`src/rtl/tmds_video_sequencer.sv`:
```
// Raster timing sequencer feeding the R/G/B TMDS encoders: counters, fetch requests, LEAD-delayed output stage.
// Optional colour-bar test pattern is enabled by defining TMDS_SEQ_TPG_EN.
//
// state  | meaning
// IDLE   | counters held at (0,0), no requests
// RUN    | raster counting, stops at frame end once en drops
// DRAIN  | en dropped mid-frame; finish the frame, then IDLE
module tmds_video_sequencer #(
    parameter int H_ACTIVE = 640,
    parameter int H_FP     = 16,
    parameter int H_SYNC   = 96,
    parameter int H_BP     = 48,
    parameter int V_ACTIVE = 480,
    parameter int V_FP     = 10,
    parameter int V_SYNC   = 2,
    parameter int V_BP     = 33,
    parameter bit HS_POL   = 1'b0,
    parameter bit VS_POL   = 1'b0,
    parameter int LEAD     = 2
) (
    input  logic        pixel_clk,
    input  logic        rst_n,
    input  logic        en,
    input  logic        tpg_sel,
    output logic        req_valid,
    output logic [11:0] req_x,
    output logic [11:0] req_y,
    input  logic [23:0] pix_in,
    output logic        active_out,
    output logic [1:0]  ctl_r,
    output logic [1:0]  ctl_g,
    output logic [1:0]  ctl_b,
    output logic [7:0]  pdata_r,
    output logic [7:0]  pdata_g,
    output logic [7:0]  pdata_b,
    output logic        frame_start,
    output logic        line_start,
    output logic        running
);

    localparam int H_TOTAL = H_ACTIVE + H_FP + H_SYNC + H_BP;
    localparam int V_TOTAL = V_ACTIVE + V_FP + V_SYNC + V_BP;

    localparam logic [11:0] H_LAST = 12'(H_TOTAL - 1);
    localparam logic [11:0] V_LAST = 12'(V_TOTAL - 1);
    localparam logic [11:0] H_ACT  = 12'(H_ACTIVE);
    localparam logic [11:0] V_ACT  = 12'(V_ACTIVE);
    localparam logic [11:0] HS_BEG = 12'(H_ACTIVE + H_FP);
    localparam logic [11:0] HS_END = 12'(H_ACTIVE + H_FP + H_SYNC);
    localparam logic [11:0] VS_BEG = 12'(V_ACTIVE + V_FP);
    localparam logic [11:0] VS_END = 12'(V_ACTIVE + V_FP + V_SYNC);

    typedef enum logic [1:0] {
        S_IDLE  = 2'd0,
        S_RUN   = 2'd1,
        S_DRAIN = 2'd2
    } state_e;

    state_e      state_q, state_d;
    logic [11:0] h_q, h_d, v_q, v_d;
    logic [11:0] h_nx, v_nx;
    logic        frame_last;
    logic        req_valid_q, req_valid_d;
    logic [11:0] req_x_q, req_x_d, req_y_q, req_y_d;

    // Per-stage flag bundle: {frame_start, line_start, active, vsync, hsync}
    logic [4:0]  flg_now;
    logic [4:0]  flg_q [LEAD];
    logic [4:0]  flg_d [LEAD];
    logic [4:0]  flg_out;
    logic        counting;

    logic        active_q, active_d;
    logic [1:0]  ctl_b_q, ctl_b_d;
    logic [23:0] pdata_q, pdata_d;
    logic        frame_start_q, frame_start_d;
    logic        line_start_q, line_start_d;
    logic [23:0] pix_sel;

`ifdef TMDS_SEQ_TPG_EN
    logic [11:0] x_q [LEAD];
    logic [11:0] x_d [LEAD];
    logic [14:0] tpg_prod;
    logic [2:0]  tpg_bar;
`else
    logic        unused_tpg_sel;
    assign unused_tpg_sel = tpg_sel;
`endif

    assign frame_last = (h_q == H_LAST) && (v_q == V_LAST);
    assign h_nx       = (h_q == H_LAST) ? 12'd0 : h_q + 12'd1;
    assign v_nx       = (h_q != H_LAST) ? v_q : ((v_q == V_LAST) ? 12'd0 : v_q + 12'd1);

    always_comb begin
        state_d = state_q;
        h_d     = h_q;
        v_d     = v_q;
        case (state_q)
            S_IDLE: begin
                h_d = 12'd0;
                v_d = 12'd0;
                if (en) state_d = S_RUN;
            end
            S_RUN: begin
                h_d = h_nx;
                v_d = v_nx;
                if (!en) state_d = frame_last ? S_IDLE : S_DRAIN;
            end
            S_DRAIN: begin
                h_d = h_nx;
                v_d = v_nx;
                if (frame_last) state_d = S_IDLE;
            end
            default: begin
                state_d = S_IDLE;
                h_d     = 12'd0;
                v_d     = 12'd0;
            end
        endcase
        // Requests are registered from the next counter value so they line up with h_q/v_q
        req_valid_d = (state_d != S_IDLE) && (h_d < H_ACT) && (v_d < V_ACT);
        req_x_d     = req_valid_d ? h_d : 12'd0;
        req_y_d     = req_valid_d ? v_d : 12'd0;
    end

    assign counting = (state_q != S_IDLE);

    always_comb begin
        flg_now[0] = counting && (h_q >= HS_BEG) && (h_q < HS_END);
        flg_now[1] = counting && (v_q >= VS_BEG) && (v_q < VS_END);
        flg_now[2] = req_valid_q;
        flg_now[3] = counting && (h_q == 12'd0);
        flg_now[4] = counting && (h_q == 12'd0) && (v_q == 12'd0);
        flg_d[0]   = flg_now;
        for (int i = 1; i < LEAD; i++) flg_d[i] = flg_q[i-1];
`ifdef TMDS_SEQ_TPG_EN
        x_d[0] = req_x_q;
        for (int i = 1; i < LEAD; i++) x_d[i] = x_q[i-1];
`endif
    end

    assign flg_out = flg_q[LEAD-1];

`ifdef TMDS_SEQ_TPG_EN
    assign tpg_prod = {x_q[LEAD-1], 3'b000};
    assign tpg_bar  = 3'(tpg_prod / 15'(H_ACTIVE));
`endif

    always_comb begin
        pix_sel = pix_in;
`ifdef TMDS_SEQ_TPG_EN
        // Bar 0 is white, bar 7 black: each colour byte is on when its bar bit is clear
        if (tpg_sel) pix_sel = {{8{~tpg_bar[2]}}, {8{~tpg_bar[1]}}, {8{~tpg_bar[0]}}};
`endif
        active_d      = flg_out[2];
        pdata_d       = flg_out[2] ? pix_sel : 24'h0;
        ctl_b_d       = {flg_out[1] ~^ VS_POL, flg_out[0] ~^ HS_POL};
        frame_start_d = flg_out[4];
        line_start_d  = flg_out[3];
    end

    always_ff @(posedge pixel_clk or negedge rst_n) begin
        if (!rst_n) begin
            state_q       <= S_IDLE;
            h_q           <= 12'd0;
            v_q           <= 12'd0;
            req_valid_q   <= 1'b0;
            req_x_q       <= 12'd0;
            req_y_q       <= 12'd0;
            for (int i = 0; i < LEAD; i++) flg_q[i] <= 5'd0;
`ifdef TMDS_SEQ_TPG_EN
            for (int i = 0; i < LEAD; i++) x_q[i] <= 12'd0;
`endif
            active_q      <= 1'b0;
            ctl_b_q       <= {~VS_POL, ~HS_POL};
            pdata_q       <= 24'h0;
            frame_start_q <= 1'b0;
            line_start_q  <= 1'b0;
        end else begin
            state_q       <= state_d;
            h_q           <= h_d;
            v_q           <= v_d;
            req_valid_q   <= req_valid_d;
            req_x_q       <= req_x_d;
            req_y_q       <= req_y_d;
            for (int i = 0; i < LEAD; i++) flg_q[i] <= flg_d[i];
`ifdef TMDS_SEQ_TPG_EN
            for (int i = 0; i < LEAD; i++) x_q[i] <= x_d[i];
`endif
            active_q      <= active_d;
            ctl_b_q       <= ctl_b_d;
            pdata_q       <= pdata_d;
            frame_start_q <= frame_start_d;
            line_start_q  <= line_start_d;
        end
    end

    assign req_valid   = req_valid_q;
    assign req_x       = req_x_q;
    assign req_y       = req_y_q;
    assign active_out  = active_q;
    assign ctl_r       = 2'b00;
    assign ctl_g       = 2'b00;
    assign ctl_b       = ctl_b_q;
    assign pdata_r     = pdata_q[23:16];
    assign pdata_g     = pdata_q[15:8];
    assign pdata_b     = pdata_q[7:0];
    assign frame_start = frame_start_q;
    assign line_start  = line_start_q;
    assign running     = counting;

endmodule

```
`config.mk`:
```
export PLATFORM = sky130hd
export DESIGN_NAME = tmds_video_sequencer
export DESIGN_NICKNAME = d
export VERILOG_FILES = /design/src/rtl/tmds_video_sequencer.sv
export SDC_FILE = /design/constraint.sdc
export NUM_CORES = 1
export LEC_CHECK = 0
export ABC_AREA = 1
export BUFFER_PORTS_ARGS = -buffer_cell sky130_fd_sc_hd__buf_2
export CAP_MARGIN = 20
export CORE_AREA = 2 2 114 72
export CTS_BUF_LIST = sky130_fd_sc_hd__clkbuf_8
export DETAILED_ROUTE_END_ITERATION = 12
export DIE_AREA = 0 0 116 74
export PLACE_DENSITY = 0.79
export SLEW_MARGIN = 20
export SYNTH_ARGS = -nofsm -noshare
export SYNTH_HDL_FRONTEND = slang
export SYNTH_SLANG_ARGS = --single-unit
```
`constraint.sdc`:
```
create_clock -name pixel_clk -period 2.21 [get_ports pixel_clk]
set_input_delay 0.221 -clock pixel_clk [delete_from_list [all_inputs] [get_ports pixel_clk]]
set_output_delay 0.221 -clock pixel_clk [all_outputs]
set_load 0.05 [all_outputs]
```
==> results.toml <==
[outcome]
outcome = "completed"

[yosys]
synth_edf_count = 0
synth_cells = 435
yosysWarnings = 0
seq_area_frac_synth = 0.554
async_reset_ff_frac = 1.00
ys_types = 33
synth_area_um2 = 4070
synth_flop_cell = "dfrtp_1"
synth-seq-cells = 90
postSynthAreaPerCell_um2 = 9.35

[timing]
post-route-min-period_ns = 2.06
post-route-period-util = 0.931
worst_clock_skew_ns = 0.00944
setup_viol = 0
relSlewSlack = 0.532
hold_ws_ns = 0.0486
hold_viol = 0
fmax_mhz = 486
setup_tns_ns = 0
rsz0062_at_grt = "no"
final_max_slew_viol_count = 0
worst_pin_slew_ns = 0.702

[die]
start_util = 0.537
die_x_um = 116
core-area_um2 = 7570
io_pins = 87
row_count = 25
die_h_um = 74
die-area_um2 = 8580

[cts]
clk_latency_ns = 0.36
cts_max_level = 3
tritoncts = "done"
numCtsBuffers = 9
clk_pin_slew_ns = 0.08
clock-sinks = 90
cts_buffer_depth = 2
root_buffer = "clkbuf_8"

[pwr]
power_density_nw_per_um2 = 1050
power_leakage_nw = 2.76
finalPower_w = 0.00517
ir_drop_uv = 1080

[cells_and_area]
synthToLayoutAreaGrowth_pct = 21.0
final_util = 0.650
fin_nets = 571
final_cell_area_um2 = 4920
n_fill_cell = 628
antenna_cells = 0
drive_gt1_frac = 0.310

[routing]
drt_iter0_drc = 262
ant_nets = 0
vias = 3043
dr.pass1.iters = 6
drc = 0
vias_per_cell = 4.70
wl_per_cell_um = 12.7
routed_wl_um = 8210

[setup_path]
timing.rr.end = "req_x[9]"
arrival_ns = 2.33
ff2ff_path_depth = 12
start_kind = "flip-flop"
path_class = "reg2reg"
reg2reg_slack_ns = 0.15
startpoint = "v_q[1]"
r2r_start = "v_q[1]"
critical_path_required_ns = 2.48
worst_setup_path_end_kind = "flip-flop"
worstPathMaxFanout = 10
endpoint = "req_x[9]"

[placed_design]
place_area_um2 = 4660
portBuffers = 81
dp_hpwl_um = 6120
place_congestion = 0.943

[min_path]
hp-class = "in2reg"

[global_routing]
grt_max_degree = 55
antenna_found_initial = 0
grt_pass1_vias = 2876
grt_util_all_layers = 0.210
grt_pass1_wl_um = 13700
grt-ovfl-total = 0

[job]
cap_violations = 0
[where the power goes]
| part | internal [W] | leakage, nW | switching [W] | total (W) |
|---|---|---|---|---|
| combinational | 0.000525 | 1.47 | 0.00146 | 0.00198 |
| sequential | 0.00191 | 1.19 | 0.000163 | 0.00207 |
| clock | 0.000532 | 0.0992 | 0.000587 | 0.00112 |
| total | 0.00296 | 2.76 | 0.00221 | 0.00517 |
[critical path, stage by stage (launching register included)]
cell and delay (ns):
dfrtp_2 0.43, ha_1 0.27, inv_1 0.10, nor2_2 0.18
nand2_1 0.10, xor2_1 0.14, nand2_1 0.08, nand3_2 0.09
nor2_1 0.05, nand2_1 0.07, nand3_2 0.15, buf_12 0.19
nor3_2 0.13
[per-stage QoR]
step           worst slack, ns  cells
2_1_floorplan            0.422    443
3_3_place_gp             0.144    629
3_5_place_dp             0.112    629
4_1_cts                 0.0885    646
5_1_grt               0.000786    647
6_report                 0.152    647
[sequential cells by signal, summed over array words and instances (netlist names)]
name	cells
active_out	1
req_valid	1
req_x	12
state_q	2
v_q	12
frame_start	1
pdata_q	24
line_start	1
flg_out	5
req_y	12
ctl_b	2
h_q	12
flg_d	5
[metal layers]
layer	vias to the layer above	GRT usage	wire length (µm)
met4	0	0.0675	91
met3	10	0.0562	648
li1	1502	-	-
met2	121	0.307	3420
met1	1410	0.309	4050
met5	-	0	0
[cell type report]
type	instances	area (µm²)	area share
well taps	108	135	0.0275
multi-input cells	248	1440	0.292
clock inverters	7	77.6	0.0158
repair buffers	91	536	0.109
clock buffers	9	124	0.0252
flip-flops and latches	90	2260	0.459
inverters	94	357	0.0725
[worst min path at each step]
stage                       end  startpoint  cells after the start  slack, ns
floorplan            active_out       rst_n                      0      -0.07
global placement      req_x[10]       rst_n                      1       0.22
detailed placement     req_x[9]       rst_n                      1       0.22
CTS                 pdata_q[22]  pix_in[22]                      3       0.03
global route         pdata_q[7]   pix_in[7]                      3       0.03
finish              pdata_q[22]  pix_in[22]                      3       0.05
[cells in the mapped netlist (2+ instances only)]
cell	n	area share
nor2_1	29	0.027
xor2_1	5	0.011
inv_2	4	0.0037
dfstp_2	2	0.013
inv_1	89	0.082
nand4_1	8	0.012
nand2_2	5	0.0077
buf_4	4	0.0074
nand3_2	10	0.025
buf_6	4	0.011
nor2_2	8	0.012
ha_1	9	0.028
a21oi_1	5	0.0062
dfrtp_1	88	0.54
nand2_1	92	0.085
nor3_2	19	0.047
nor3_1	2	0.0025
nand3_1	28	0.034
clkbuf_1	2	0.0018
nor2_4	5	0.014
o21ai_0	5	0.0062
[cell usage in the layout, fill, tap and decap left out, types with 2 or more instances in the layout]
cell type   instances
buf_4               6
dfrtp_1            87
xor2_1              5
nand2_1            92
inv_2               3
buf_12              4
nand4_1             8
o21ai_0             5
dfstp_2             2
nor2_2              8
nor3_2             19
inv_1              90
nor2_4              6
buf_2              80
nand3_4             2
nor2_1             28
nor3_1              2
ha_1                7
a21oi_1             5
nand3_1            27
clkbuf_8            9
nand2_2             5
nand3_2            10
conb_1              9
clkinvlp_4          2
[kinds of logic (layout without fill, tap and decap cells)]
logic type / count (synthesis) / after routing / synth area share
other cells: 1 / 9 / 0.000922
fa+ha+maj: 9 / 9 / 0.0277
buf+inv: 105 / 201 / 0.109
flops: 90 / 90 / 0.554
compound gates: 14 / 14 / 0.0200
xor+xnor: 5 / 5 / 0.0108
simple gates: 211 / 211 / 0.278
[what timing repair did]
action,4_1_cts,5_1_grt
hold buffers,1,0
setup endpoints to repair,0,20
gates resized for setup,0,9
endpoints found under the hold margin,36,0
setup buffers,0,1
Note: power is estimated with default switching activity, not from simulation.
